[src/rtl/com_cc_mv.sv]
// Multi-channel oversampling serial receiver: each line is synchronized, sampled NS times
// per bit, majority-voted, and flagged when a vote was not unanimous. TX is a pass-through.
//
// state | meaning
// IDLE  | post-reset, one cycle before hunting
// HUNT  | waiting for s=1 to start bit sampling
// SAMP  | sampling slots S0..S(NS-1), cnt counts down to terminal 0
// VOTE  | vote slot V, line ignored, result published on exit
module com_cc_mv #(
  parameter int CH = 4,
  parameter int NS = 3,
  parameter int TW = 4
) (
  input  logic          clk,
  input  logic          fire,
  input  logic [TW-1:0] usb_txd,
  output logic [TW-1:0] pin_txd,
  input  logic [CH-1:0] pin_rxd,
  input  logic          resync,
  input  logic          clr,
  output logic [CH-1:0] usb_rxd,
  output logic [CH-1:0] rxd_vld,
  output logic [CH-1:0] locked,
  output logic [CH-1:0] glitch
);

  localparam int CW = $clog2(NS);

  typedef enum logic [1:0] {IDLE, HUNT, SAMP, VOTE} state_t;

  logic [CH-1:0] sync_q1, sync_q2;

  assign pin_txd = usb_txd;

  always_ff @(posedge clk or negedge fire) begin
    if (!fire) begin
      sync_q1 <= '0;
      sync_q2 <= '0;
    end else begin
      sync_q1 <= pin_rxd;
      sync_q2 <= sync_q1;
    end
  end

  for (genvar g = 0; g < CH; g++) begin : g_ch
    state_t        state_q, state_d;
    logic [CW-1:0] cnt_q, cnt_d;
    logic [NS-1:0] samp_q, samp_d;
    logic          rxd_q, rxd_d;
    logic          vld_q, vld_d;
    logic          glt_q, glt_d;
    logic          s;

    assign s = sync_q2[g];

    always_comb begin
      state_d = state_q;
      cnt_d   = cnt_q;
      samp_d  = samp_q;
      rxd_d   = rxd_q;
      vld_d   = 1'b0;
      glt_d   = glt_q & ~clr;
      case (state_q)
        IDLE: begin
          state_d = HUNT;
          samp_d  = '0;
        end
        HUNT: begin
          if (s) begin
            state_d = SAMP;
            cnt_d   = CW'(NS - 1);
          end
        end
        SAMP: begin
          samp_d = {samp_q[NS-2:0], s};
          if (cnt_q == '0) state_d = VOTE;
          else cnt_d = cnt_q - CW'(1);
        end
        VOTE: begin
          state_d = SAMP;
          cnt_d   = CW'(NS - 1);
          rxd_d   = ($countones(samp_q) >= (NS + 1) / 2);
          vld_d   = 1'b1;
          if (samp_q != '0 && samp_q != '1) glt_d = 1'b1;
        end
        default: state_d = IDLE;
      endcase
      // resync discards the bit in flight, including a vote landing this cycle
      if (resync) begin
        state_d = HUNT;
        rxd_d   = rxd_q;
        vld_d   = 1'b0;
        glt_d   = glt_q & ~clr;
      end
    end

    always_ff @(posedge clk or negedge fire) begin
      if (!fire) begin
        state_q <= IDLE;
        cnt_q   <= '0;
        samp_q  <= '0;
        rxd_q   <= 1'b0;
        vld_q   <= 1'b0;
        glt_q   <= 1'b0;
      end else begin
        state_q <= state_d;
        cnt_q   <= cnt_d;
        samp_q  <= samp_d;
        rxd_q   <= rxd_d;
        vld_q   <= vld_d;
        glt_q   <= glt_d;
      end
    end

    assign usb_rxd[g] = rxd_q;
    assign rxd_vld[g] = vld_q;
    assign glitch[g]  = glt_q;
    assign locked[g]  = (state_q == SAMP) || (state_q == VOTE);
  end

endmodule

[config.mk]
export PLATFORM = sky130hd
export DESIGN_NAME = com_cc_mv
export DESIGN_NICKNAME = d
export VERILOG_FILES = /design/src/rtl/com_cc_mv.sv
export SDC_FILE = /design/constraint.sdc
export NUM_CORES = 1
export LEC_CHECK = 0
export ABC_CLOCK_PERIOD_IN_PS = 2100
export BUFFER_PORTS_ARGS = -buffer_cell sky130_fd_sc_hd__buf_2
export CAP_MARGIN = 25
export CORE_MARGIN = 2
export CORE_UTILIZATION = 25
export CTS_BUF_LIST = sky130_fd_sc_hd__clkbuf_4
export CTS_CLUSTER_DIAMETER = 30
export DETAILED_ROUTE_END_ITERATION = 12
export GPL_ROUTABILITY_DRIVEN = 1
export PLACE_DENSITY_LB_ADDON = 0.3
export SETUP_SLACK_MARGIN = 0.5
export SLEW_MARGIN = 20
export SYNTH_ARGS = -nofsm -noshare
export SYNTH_HDL_FRONTEND = slang
export SYNTH_SLANG_ARGS = --single-unit
[constraint.sdc]
create_clock -name clk -period 2.1 [get_ports clk]
set_input_delay 0.42 -clock clk [delete_from_list [all_inputs] [get_ports clk]]
set_output_delay 0.42 -clock clk [all_outputs]
set_load 0.05 [all_outputs]
==> results.sh <==
export IMPL_outcome="finished clean"
export IMPL_dp_hpwl_um=2340
export IMPL_timing_fmax_mhz=668
export IMPL_drive_above_1_share=0.181
export IMPL_gr_total_overflow=0
export IMPL_endpoint_kind="output port"
export IMPL_ios=32
export IMPL_crit_family="flip-flops"
export IMPL_final_max_slew_viol_count=0
export IMPL_synth_cell_type_count=26
export IMPL_arrival_ns=1.08
export IMPL_finalHoldViolations=0
export IMPL_reg2regPathDepth=5
export IMPL_p_int_mw=1.34
export IMPL_drt_iter0_drc=60
export IMPL_timing_final_crit_share=0.713
export IMPL_cts_tree="yes"
export IMPL_r2r_start="g_ch[1].cnt_q[0]$_DFFE_PN0P_"
export IMPL_synth_area_um2=2040
export IMPL_ys_seq_elements=48
export IMPL_antenna_left=0
export IMPL_viasPerCell=4.15
export IMPL_via_count=1223
export IMPL_critical_path_max_stage_delay_ns=0.46
export IMPL_nets=212
export IMPL_hold_worst_slack_ns=0.0296
export IMPL_pwr_share_seq=0.572
export IMPL_syn2layout_area_growth_pct=9.70
export IMPL_clockRootBuffer="clkbuf_4"
export IMPL_diodes=0
export IMPL_cap_violations=0
export IMPL_layout_min_cycle_time_ns=1.50
export IMPL_p_comb_frac=0.132
export IMPL_rows=32
export IMPL_cts_sinks=48
export IMPL_worstPathCellList="clkbuf_4"
export IMPL_synth_nets=205
export IMPL_mostFrequentLayoutCells="46 x dfrtp_1, 20 x inv_1, 20 x buf_2"
export IMPL_fin_cells=295
export IMPL_r2r_slack_ns=0.79
export IMPL_core_um2=7810
export IMPL_dp_cells=287
export IMPL_r2r_end="g_ch[1].cnt_q[0]$_DFFE_PN0P_"
export IMPL_fin_area_um2=2240
export IMPL_die_x_um=94.3
export IMPL_routed_wl_um=3290
export IMPL_power_frac_clock=0.296
export IMPL_clk_pin_slew_ns=0.14
export IMPL_die_area_um2=8890
export IMPL_endpoint="locked[3]"
export IMPL_final_util=0.286
export IMPL_cts_buffer_depth=2
export IMPL_crit_slowest_cell="dfrtp_1"
export IMPL_path_max_fanout=6
export IMPL_grt_first_pass_wirelength_um=5480
export IMPL_gp_congestion=0.703
export IMPL_antenna_found_initial=0
export IMPL_drc=0
export IMPL_avgRoutedWirePerCell_um=11.1
export IMPL_p_total_mw=1.84
export IMPL_synth_area_per_cell_um2=11.0
export IMPL_grt_pass1_vias=1172
export IMPL_startpoint="g_ch[3].state_q[1]$_DFFE_PN0P_"
export IMPL_yosysWarnings=0
export IMPL_ys_seq_area_frac=0.589
export IMPL_swShare=0.270
export IMPL_start_util=0.261
export IMPL_clock_latency_ns=0.35
export IMPL_p_per_area_nw_per_um2=822
export IMPL_cp_depth=1
export IMPL_syn_instance_count=185
export IMPL_io_buffers=23
export IMPL_p_leak_nw=1.12
export IMPL_hp_class="in2async"
export IMPL_place_ws_ns=0.812
export IMPL_nFillCells=812
export IMPL_worstMarginPinSlew_ns=0.532
export IMPL_numCtsBuffers=5
export IMPL_rsz0062_at_grt="no"
export IMPL_finClkSkew_ns=0.00866
export IMPL_crit_buf_inv=1
export IMPL_grt_max_degree=27
export IMPL_die_h_um=94.3
export IMPL_slew_headroom=0.645
export IMPL_power_switching_mw=0.496
export IMPL_fin_setup_tns_ns=0
export IMPL_grt_use_total=0.0801
export IMPL_critPathLaunchType="flop"
export IMPL_htreeDepth=2
export IMPL_dr_pass1_iters=4
export IMPL_dpl_cell_area_um2=2150
export IMPL_setup_slack_ns=0.602
export IMPL_ir_drop_v=0.000271
export IMPL_setup_violations=0
export IMPL_final_common_cell="dfrtp_1"
export IMPL_worst_ep_required_time_ns=1.68
export IMPL_crit_type="reg2out"
## flip-flops by register name, summed over array words and instances, names as in the netlist
| register | count |
|---|---|
| g_ch.cnt_q | 8 |
| g_ch.glt_q | 4 |
| g_ch.rxd_q | 4 |
| g_ch.samp_q | 12 |
| g_ch.state_q | 8 |
| g_ch.vld_q | 4 |
| sync_q1 | 4 |
| sync_q2 | 4 |
## power groups by stage
stage | Combinational, mW | Clock [mW] | Sequential (mW)
final | 0.242 | 0.544 | 1.05
after global routing | 0.275 | 0.608 | 1.07
after CTS | 0.247 | 0.576 | 1.05
after detailed placement | 0.245 | 0 | 1.07
after global placement | 0.241 | 0 | 1.07
after floorplan | 0.229 | 0 | 1.04
## cells in the mapped netlist
master | instances | area (um^2)
buf_2 | 4 | 20.0
dfrtp_1 | 48 | 1200
o21ai_0 | 13 | 65.1
o32ai_1 | 4 | 35.0
o32a_1 | 1 | 10.0
or3_1 | 2 | 12.5
a22oi_1 | 1 | 7.51
buf_4 | 16 | 120
and3_1 | 4 | 25.0
mux2_2 | 1 | 11.3
o22a_1 | 1 | 8.76
nand3b_1 | 4 | 30.0
a2bb2oi_1 | 1 | 8.76
nor2_1 | 5 | 18.8
nand2b_1 | 6 | 37.5
ha_1 | 8 | 100
a21oi_1 | 9 | 45.0
clkbuf_1 | 4 | 15.0
a22o_1 | 8 | 70.1
o22ai_1 | 1 | 6.26
nor2b_1 | 4 | 25.0
inv_1 | 20 | 75.1
mux2i_1 | 1 | 10.0
nor3_1 | 4 | 20.0
and2b_1 | 1 | 7.51
nand2_1 | 14 | 52.6
## what timing repair did
action	CTS	global route
endpoints found under the setup margin	1	3
hold buffers	0	0
gates resized for setup	1	4
cloned	0	0
setup buffers	0	0
## how the worst min path moves through the flow
| stage | to | startpoint |
|---|---|---|
| after floorplan | g_ch[0].cnt_q[0]$_DFFE_PN0P_ | fire |
| after global placement | sync_q2[2]$_DFF_PN0_ | sync_q1[2]$_DFF_PN0_ |
| after detailed placement | sync_q2[0]$_DFF_PN0_ | sync_q1[0]$_DFF_PN0_ |
| after CTS | g_ch[1].glt_q$_DFF_PN0_ | fire |
| after global routing | g_ch[1].vld_q$_DFF_PN0_ | fire |
| final | g_ch[3].vld_q$_DFF_PN0_ | fire |
## layout make-up
cell class | count | area, um^2 | area share
flip-flops and latches | 48 | 1200 | 0.538
well taps | 102 | 128 | 0.0571
multi-input cells | 93 | 607 | 0.271
clock buffers | 6 | 45.0 | 0.0201
inverters | 20 | 75.1 | 0.0336
clock inverters | 2 | 35.0 | 0.0157
repair buffers | 24 | 143 | 0.0638
## kinds of logic (layout without fill, tap and decap cells)
group / count (synthesis) / after routing / synth area share
adders and majority gates: 8 / 8 / 0.0491
and+or+nand+nor: 44 / 44 / 0.112
DFF: 48 / 48 / 0.589
AOI/OAI and AO/OA: 39 / 39 / 0.126
muxes: 2 / 2 / 0.0104
buffers and inverters: 44 / 52 / 0.113
## per-layer routing
layer | GRT usage | up-vias | routed length [um]
met1 | 0.108 | 571 | 1730
met5 | 0 | - | 0
met2 | 0.117 | 23 | 1370
li1 | - | 624 | -
met4 | 0.0326 | 0 | 38
met3 | 0.0265 | 5 | 152
Power figures use the tool's default switching activity.
